--- config.mk ---
export PLATFORM = sky130hd
export DESIGN_NAME = instr_encoder
export DESIGN_NICKNAME = d
export VERILOG_FILES = /design/src/rtl/instr_encoder.sv
export SDC_FILE = /design/constraint.sdc
export NUM_CORES = 1
export LEC_CHECK = 0
export CAP_MARGIN = 30
export CORE_ASPECT_RATIO = 0.8
export CORE_MARGIN = 3
export CORE_UTILIZATION = 36
export CTS_CLUSTER_DIAMETER = 80
export CTS_CLUSTER_SIZE = 14
export DETAILED_ROUTE_END_ITERATION = 7
export PLACE_DENSITY = 0.78
export SYNTH_ARGS = -nofsm -noshare
export SYNTH_HDL_FRONTEND = slang
export SYNTH_SLANG_ARGS = --single-unit
export TNS_END_PERCENT = 10
--- constraint.sdc ---
create_clock -name clk -period 1.15 [get_ports clk]
set_input_delay 0.1725 -clock clk [delete_from_list [all_inputs] [get_ports clk]]
set_output_delay 0.1725 -clock clk [all_outputs]
set_load 0.01 [all_outputs]
--- src/rtl/instr_encoder.sv ---
// Packs decoded RV32I fields into a 32-bit instruction word behind one valid/ready register stage,
// tagging each word with a sequential imem address. Define INSTR_ENC_CHECK_EN for range/opcode checks.
module instr_encoder #(
    parameter int                ADDR_W    = 8,
    parameter logic [ADDR_W-1:0] BASE_ADDR = '0
) (
    input  logic              clk,
    input  logic              rst_n,
    input  logic              in_valid,
    output logic              in_ready,
    input  logic [6:0]        in_opcode,
    input  logic [4:0]        in_rd,
    input  logic [4:0]        in_rs1,
    input  logic [4:0]        in_rs2,
    input  logic [2:0]        in_funct3,
    input  logic [6:0]        in_funct7,
    input  logic [31:0]       in_imm,
    output logic              out_valid,
    input  logic              out_ready,
    output logic [31:0]       out_instr,
    output logic [ADDR_W-1:0] out_addr,
    input  logic              err_clr,
    output logic              err_range,
    output logic              err_opcode
);

    localparam logic [6:0] OP_ARITH_I = 7'b0010011;
    localparam logic [6:0] OP_LOAD    = 7'b0000011;
    localparam logic [6:0] OP_JALR    = 7'b1100111;
    localparam logic [6:0] OP_STORE   = 7'b0100011;
    localparam logic [6:0] OP_BRANCH  = 7'b1100011;
    localparam logic [6:0] OP_LUI     = 7'b0110111;
    localparam logic [6:0] OP_AUIPC   = 7'b0010111;
    localparam logic [6:0] OP_JAL     = 7'b1101111;
    localparam logic [6:0] OP_ARITH_R = 7'b0110011;

    logic              out_valid_q, out_valid_d;
    logic [31:0]       instr_q, instr_d;
    logic [ADDR_W-1:0] addr_q, addr_d;
    logic [31:0]       packed_word;
    logic              accept;
    logic              handshake;

    assign in_ready  = !out_valid_q || out_ready;
    assign accept    = in_valid && in_ready;
    assign handshake = out_valid_q && out_ready;

    // Immediate bits above each format's field are simply dropped here.
    always_comb begin
        packed_word = {in_funct7, in_rs2, in_rs1, in_funct3, in_rd, in_opcode};
        case (in_opcode)
            OP_ARITH_I, OP_LOAD, OP_JALR:
                packed_word = {in_imm[11:0], in_rs1, in_funct3, in_rd, in_opcode};
            OP_STORE:
                packed_word = {in_imm[11:5], in_rs2, in_rs1, in_funct3, in_imm[4:0], in_opcode};
            OP_BRANCH:
                packed_word = {in_imm[12], in_imm[10:5], in_rs2, in_rs1, in_funct3,
                               in_imm[4:1], in_imm[11], in_opcode};
            OP_LUI, OP_AUIPC:
                packed_word = {in_imm[31:12], in_rd, in_opcode};
            OP_JAL:
                packed_word = {in_imm[20], in_imm[10:1], in_imm[11], in_imm[19:12], in_rd, in_opcode};
            default: ;
        endcase
    end

    always_comb begin
        out_valid_d = out_valid_q;
        instr_d     = instr_q;
        addr_d      = addr_q;
        if (accept) begin
            out_valid_d = 1'b1;
            instr_d     = packed_word;
        end else if (handshake) begin
            out_valid_d = 1'b0;
        end
        if (handshake) begin
            addr_d = addr_q + 1'b1;
        end
    end

    always_ff @(posedge clk or negedge rst_n) begin
        if (!rst_n) begin
            out_valid_q <= 1'b0;
            instr_q     <= '0;
            addr_q      <= BASE_ADDR;
        end else begin
            out_valid_q <= out_valid_d;
            instr_q     <= instr_d;
            addr_q      <= addr_d;
        end
    end

    assign out_valid = out_valid_q;
    assign out_instr = instr_q;
    assign out_addr  = addr_q;

`ifdef INSTR_ENC_CHECK_EN
    logic range_bad;
    logic opcode_bad;
    logic err_range_q, err_range_d;
    logic err_opcode_q, err_opcode_d;

    // A run of identical upper bits means the value sign-extends cleanly from the field width.
    always_comb begin
        range_bad  = 1'b0;
        opcode_bad = 1'b0;
        case (in_opcode)
            OP_ARITH_I, OP_LOAD, OP_JALR, OP_STORE:
                range_bad = !((&in_imm[31:11]) || !(|in_imm[31:11]));
            OP_BRANCH:
                range_bad = !((&in_imm[31:12]) || !(|in_imm[31:12])) || in_imm[0];
            OP_JAL:
                range_bad = !((&in_imm[31:20]) || !(|in_imm[31:20])) || in_imm[0];
            OP_LUI, OP_AUIPC:
                range_bad = |in_imm[11:0];
            OP_ARITH_R: ;
            default:
                opcode_bad = 1'b1;
        endcase
    end

    // A new error on the accept edge wins over a simultaneous clear.
    always_comb begin
        err_range_d  = err_clr ? 1'b0 : err_range_q;
        err_opcode_d = err_clr ? 1'b0 : err_opcode_q;
        if (accept && range_bad)  err_range_d  = 1'b1;
        if (accept && opcode_bad) err_opcode_d = 1'b1;
    end

    always_ff @(posedge clk or negedge rst_n) begin
        if (!rst_n) begin
            err_range_q  <= 1'b0;
            err_opcode_q <= 1'b0;
        end else begin
            err_range_q  <= err_range_d;
            err_opcode_q <= err_opcode_d;
        end
    end

    assign err_range  = err_range_q;
    assign err_opcode = err_opcode_q;
`else
    logic unused_err_clr;
    assign unused_err_clr = err_clr;
    assign err_range      = 1'b0;
    assign err_opcode     = 1'b0;
`endif

endmodule

# --- Yosys cells after proc, flatten, opt, wreduce, memory -nomap -nowiden ---
# Index checks and enable logic that the tools add are counted.
# W data, S select, Z words.
word_totals:
  ram_bits: 0
  latch_bits: 0
  wordCells: 22
  romBits: 0
  register_bits: 41
  mem_count: 0
  inputBits: 69
classes:
  n_bitwise: 0
  shifts: 0
  n_lt_le_gt_ge: 0
  eq_ne: 8
  div_mod_pow: 0
  n_reduce_logical: 7
  add_sub_neg: 1
  mul: 0
  muxes: 3
ops:
  columns: ["cell", "n"]
  rows:
  - ["$pmux W32 S5", 1]
  - ["$eq A7 B7 Y1 const B", 3]
  - ["$eq A7 B5 Y1 const B", 2]
  - ["$eq A7 B6 Y1 const B", 2]
  - ["$add A8 B1 Y8 const B", 1]
  - ["$eq A7 B2 Y1 const B", 1]
  - ["$reduce_or A3 Y1", 1]
  - ["$logic_and A1 B1 Y1", 2]
  - ["$mux W1", 2]
  - ["$reduce_bool A2 Y1", 1]
  - ["$reduce_or A2 Y1", 1]
  - ["$logic_not A1 Y1", 1]
  - ["$logic_or A1 B1 Y1", 1]

# --- Depth between registers and ports, before layout ---
# Gate-level depths: netlist of the first run.
depth:
  depth_word: 4
  depth_mapped: 7
  depth_no_buf: 5

# --- Worst setup path after synthesis of the first run ---
# No wires, ideal clock.
synth_timing:
  path_kind: "input to register"
  start: "input port in_opcode[6]"
  end: "register instr_q[25] (netlist: out_instr[25])"
  arrival_time_ns: 1.192
  n_path_buf: 2
  required_ns: 1.023
  slack_ns: -0.169
  path_stages: 7
  cell_sequence: "buf_4 nand2_1 a21oi_2 or2_1 buf_6 a221oi_1 o31ai_1"
synth_between:
  elab_chain_cells: 3
synth_lines:
  columns: ["element", "line_no", "rtl"]
  rows:
  - ["start, declared", "11", "input logic [6:0] in_opcode,"]
  - ["$eq A7 B5 Y1 (tied with other cells)", "51", "case (in_opcode)"]
  - ["$reduce_or A3 Y1 / $reduce_or A2 Y1 (equally long branches)", "51", null]
  - ["$pmux W32 S5 (*)", "51", null]
  - ["end signal, assigned", "89", "instr_q <= instr_d;"]
  - ["end, declared", "38", "logic [31:0] instr_q, instr_d;"]
# Mark *: on every way between the ends. The rest lies on a longest branch, timed or not.
# A chain may end at the register's enable or synchronous reset.

# --- Final worst setup path of the first run ---
layout_timing:
  start: "input port in_opcode[2]"
  end: "register instr_q[25] (netlist: out_instr[25])"
# The elaborated chain is that of the path after synthesis.

==> flow_metrics.py, run 1 <==
metrics = {
    "outcome": {
        "status": "finished with violations",
        "violations": "negative setup slack",
    },
    "worst_setup_path": {
        "cp_top_family": "compound AO/OA/AOI/OAI gates",
        "path_cells": "buf_8, buf_4, buf_4, nand2_4, a21oi_4, or2_4, a221oi_2, o31ai_4",
        "max_stage_delay_ns": 0.37,
        "startpoint_type": "input port",
        "critPathCaptureType": "flip-flop",
        "r2r_start": "out_valid",
        "crit_path_start": "in_opcode[2]",
        "cp.arrival_ns": 1.46,
        "cpMaxStageDelayCell": "a221oi_2",
        "crit_path_frequent_cell": "buf_4",
        "crit_type": "input port to flip-flop",
        "cp_num_buf_inv": 3,
        "cp.required_ns": 1.32,
        "cp_max_fo": 6,
    },
    "timing": {
        "final_max_slew_viol_count": 0,
        "whs_ns": 0.115,
        "hold_viol": 0,
        "grt_setup_unrepaired": "true",
        "layout_min_cycle_time_ns": 1.29,
        "finalCritPeriodShare_pct": 112,
        "finalSetupViolCount": 38,
        "layout_setup_ws_ns": -0.140,
        "fmax_mhz": 775,
        "skew_ns": 0.00688,
    },
    "logic_synthesis": {
        "ys_seq_area_share_pct": 47.3,
        "syn_area_per_cell_um2": 9.64,
        "synthFlopType": "dfrtp_1",
        "synth_top_area_share_pct": 47.3,
        "syn_inst": 225,
        "yosysWarnings": 0,
        "ys_ff_latch": 41,
        "yosysUniqueCellTypes": 42,
        "syn_area_um2": 2170,
        "synth_edf_count": 0,
        "synth_area_leader_cell": "dfrtp_1",
        "synthTopCellsByArea": "dfrtp_1, nand2_1, mux2i_1, a221oi_1, o21ai_1",
        "async_flop_share_pct": 100,
    },
    "final_layout": {
        "seq_area_um2": 1030,
        "utilization_pct": 69.7,
        "layout-drive-gt1-share_pct": 30.1,
        "layout.cells.most_common_list": "clkdlybuf4s50_1, nand2_1, dfrtp_1",
        "area_growth_syn_to_layout_pct": 81.4,
        "insertedDiodeCount": 0,
        "fin_nets": 444,
        "multi_input_area_um2": 1230,
        "final.fill_count": 451,
        "mostFrequentLayoutCell": "clkdlybuf4s50_1",
    },
    "clock_tree": {
        "clockBufferDepth": 2,
        "clock_latency_ns": 0.29,
        "cts_tree": "done",
        "cts_made_buffers": 5,
        "cts.sinks": 41,
        "clk_pin_slew_ns": 0.08,
        "cts-root-buf": "clkbuf_8",
        "htree_levels": 2,
    },
    "pwr": {
        "pwr-share-comb_pct": 39.0,
        "pwr-share-clk_pct": 20.8,
        "switching_share_pct": 31.7,
        "p_int_w": 0.00313,
        "power.density_nw_per_um2": 1160,
        "p_switching_w": 0.00145,
        "ir_worst_vdd_v": 0.00114,
        "finalPower_w": 0.00458,
        "seqPwrFrac_pct": 40.2,
        "leakagePower_nw": 1.74,
    },
    "floorplanning": {
        "die_w_um": 92.8,
        "coreArea_um2": 5650,
        "start_util_pct": 38.4,
        "std_cell_rows": 24,
        "die-height_um": 75.4,
        "pin_count": 113,
        "die_area_um2": 7000,
    },
    "detailed_routing": {
        "ant_nets": 0,
        "drc": 0,
        "routed_wl_um": 7260,
        "via_count": 2230,
        "detail_route.wl_per_cell_um": 16.0,
        "drt_iter0_markers": 120,
        "vias_per_cell": 4.92,
        "firstDrtPassIters": 4,
    },
    "hold_path": {
        "min-delay-start": "in_opcode[5]",
        "hold_path_class": "input port to flip-flop",
    },
    "global_routing": {
        "grt-ovfl-total": 0,
        "grt_max_degree": 25,
        "grt_first_pass_wirelength_um": 11200,
        "antenna_found_initial": 0,
        "grt_use_total_pct": 20.4,
        "grt_pass1_vias": 2288,
    },
    "place": {
        "port_buffers": 109,
        "place.gp.congestion": 0.832,
        "hpwl_um": 5160,
        "place_ws_ns": -0.834,
    },
    "job": {
        "cap_violations": 0,
    },
}
## path summary, 6_finish.rpt
path | to | slack (ns) | cells after the start
setup / recovery | out_instr[25] | -0.14 | 8
max in group asynchronous | out_instr[20] | 0.47 | 3
min in group asynchronous | out_instr[12] | 0.38 | 3
hold reg to reg | out_addr[7] | 0.47 | 1
hold / removal | out_instr[5] | 0.11 | 3
setup reg to reg | out_instr[25] | -0.14 | 5
## stage by stage
| stage | std cells | instance area (µm²) | setup TNS, ns |
|---|---|---|---|
| after global placement | 431 | 3520 | -20.81 |
| after CTS | 448 | 3790 | -1.71 |
| final | 453 | 3930 | -2.04 |
| after detailed placement | 431 | 3520 | -22.65 |
| after global routing | 453 | 3930 | -5.23 |
| after floorplan | 226 | 2190 | -3.41 |
## worst min-delay path: stages
cell,delay [ns]
buf_6,0.09
nand2_1,0.06
nand2_1,0.05
## kinds of logic after synthesis
family / after synthesis / share of synthesized area, %
simple gates: 93 / 20.2
compound gates: 50 / 16.4
flops: 41 / 47.3
buf+inv: 17 / 5.60
mux: 14 / 6.52
xor+xnor: 8 / 3.23
fa+ha+maj: 1 / 0.577
other cells: 1 / 0.173
## state kept, by name (all words and copies together), names as in the netlist
name and cells:
out_instr 32, out_addr 8, out_valid 1
## timing repair
action | CTS | global route
pin swaps | 21 | 13
hold buffers | 1 | 0
gates resized for setup | 111 | 54
cloned | 1 | 1
setup buffers | 7 | 4
hold endpoints to repair | 41 | 0
endpoints found under the setup margin | 71 | 70
## routing by layer
layer  up-vias  GRT usage [%]  wire (µm)
met5         -              0          0
met4         0           4.39         29
met3         5           5.92        566
met2        75           34.9       3530
met1      1070           26.1       3130
li1       1080              -          -
## cell usage after synthesis, types with 4 or more instances
| cell type | number |
|---|---|
| a21oi_1 | 6 |
| a221oi_1 | 9 |
| and2_1 | 4 |
| buf_4 | 7 |
| buf_6 | 4 |
| dfrtp_1 | 41 |
| mux2i_1 | 13 |
| nand2_1 | 51 |
| nor2_1 | 14 |
| nor3_1 | 4 |
| o21ai_1 | 13 |
| o31ai_1 | 6 |
| xnor2_1 | 5 |
## final cells by class
class	count	share of cell area [%]
clock buffers	5	1.75
clock inverters	3	0.541
inverters	1	0.0954
multi-input cells	168	31.3
flip-flops and latches	41	26.1
well taps	78	2.48
repair buffers	157	37.8
## power by group through the flow
stage	combinational, W	clock [W]	sequential (W)
5_1_grt	0.00194	0.00106	0.00188
4_1_cts	0.00162	0.000991	0.00184
3_3_place_gp	0.00159	0	0.00189
2_1_floorplan	0.000448	0	0.00203
6_report	0.00179	0.000953	0.00184
3_5_place_dp	0.00162	0	0.00190
No activity file was read; power rests on OpenSTA's default activity.
==> run 2: changes to the inputs <==
--- a/config.mk
+++ b/config.mk
@@ -9,7 +9,7 @@
 export CORE_ASPECT_RATIO = 0.8
 export CORE_MARGIN = 3
 export CORE_UTILIZATION = 36
-export CTS_CLUSTER_DIAMETER = 80
+export CTS_CLUSTER_DIAMETER = 50
 export CTS_CLUSTER_SIZE = 14
 export DETAILED_ROUTE_END_ITERATION = 7
 export PLACE_DENSITY = 0.78
==> results of run 2 <==
Same layout as run 1: the final DEF is identical, and so are final timing and power.
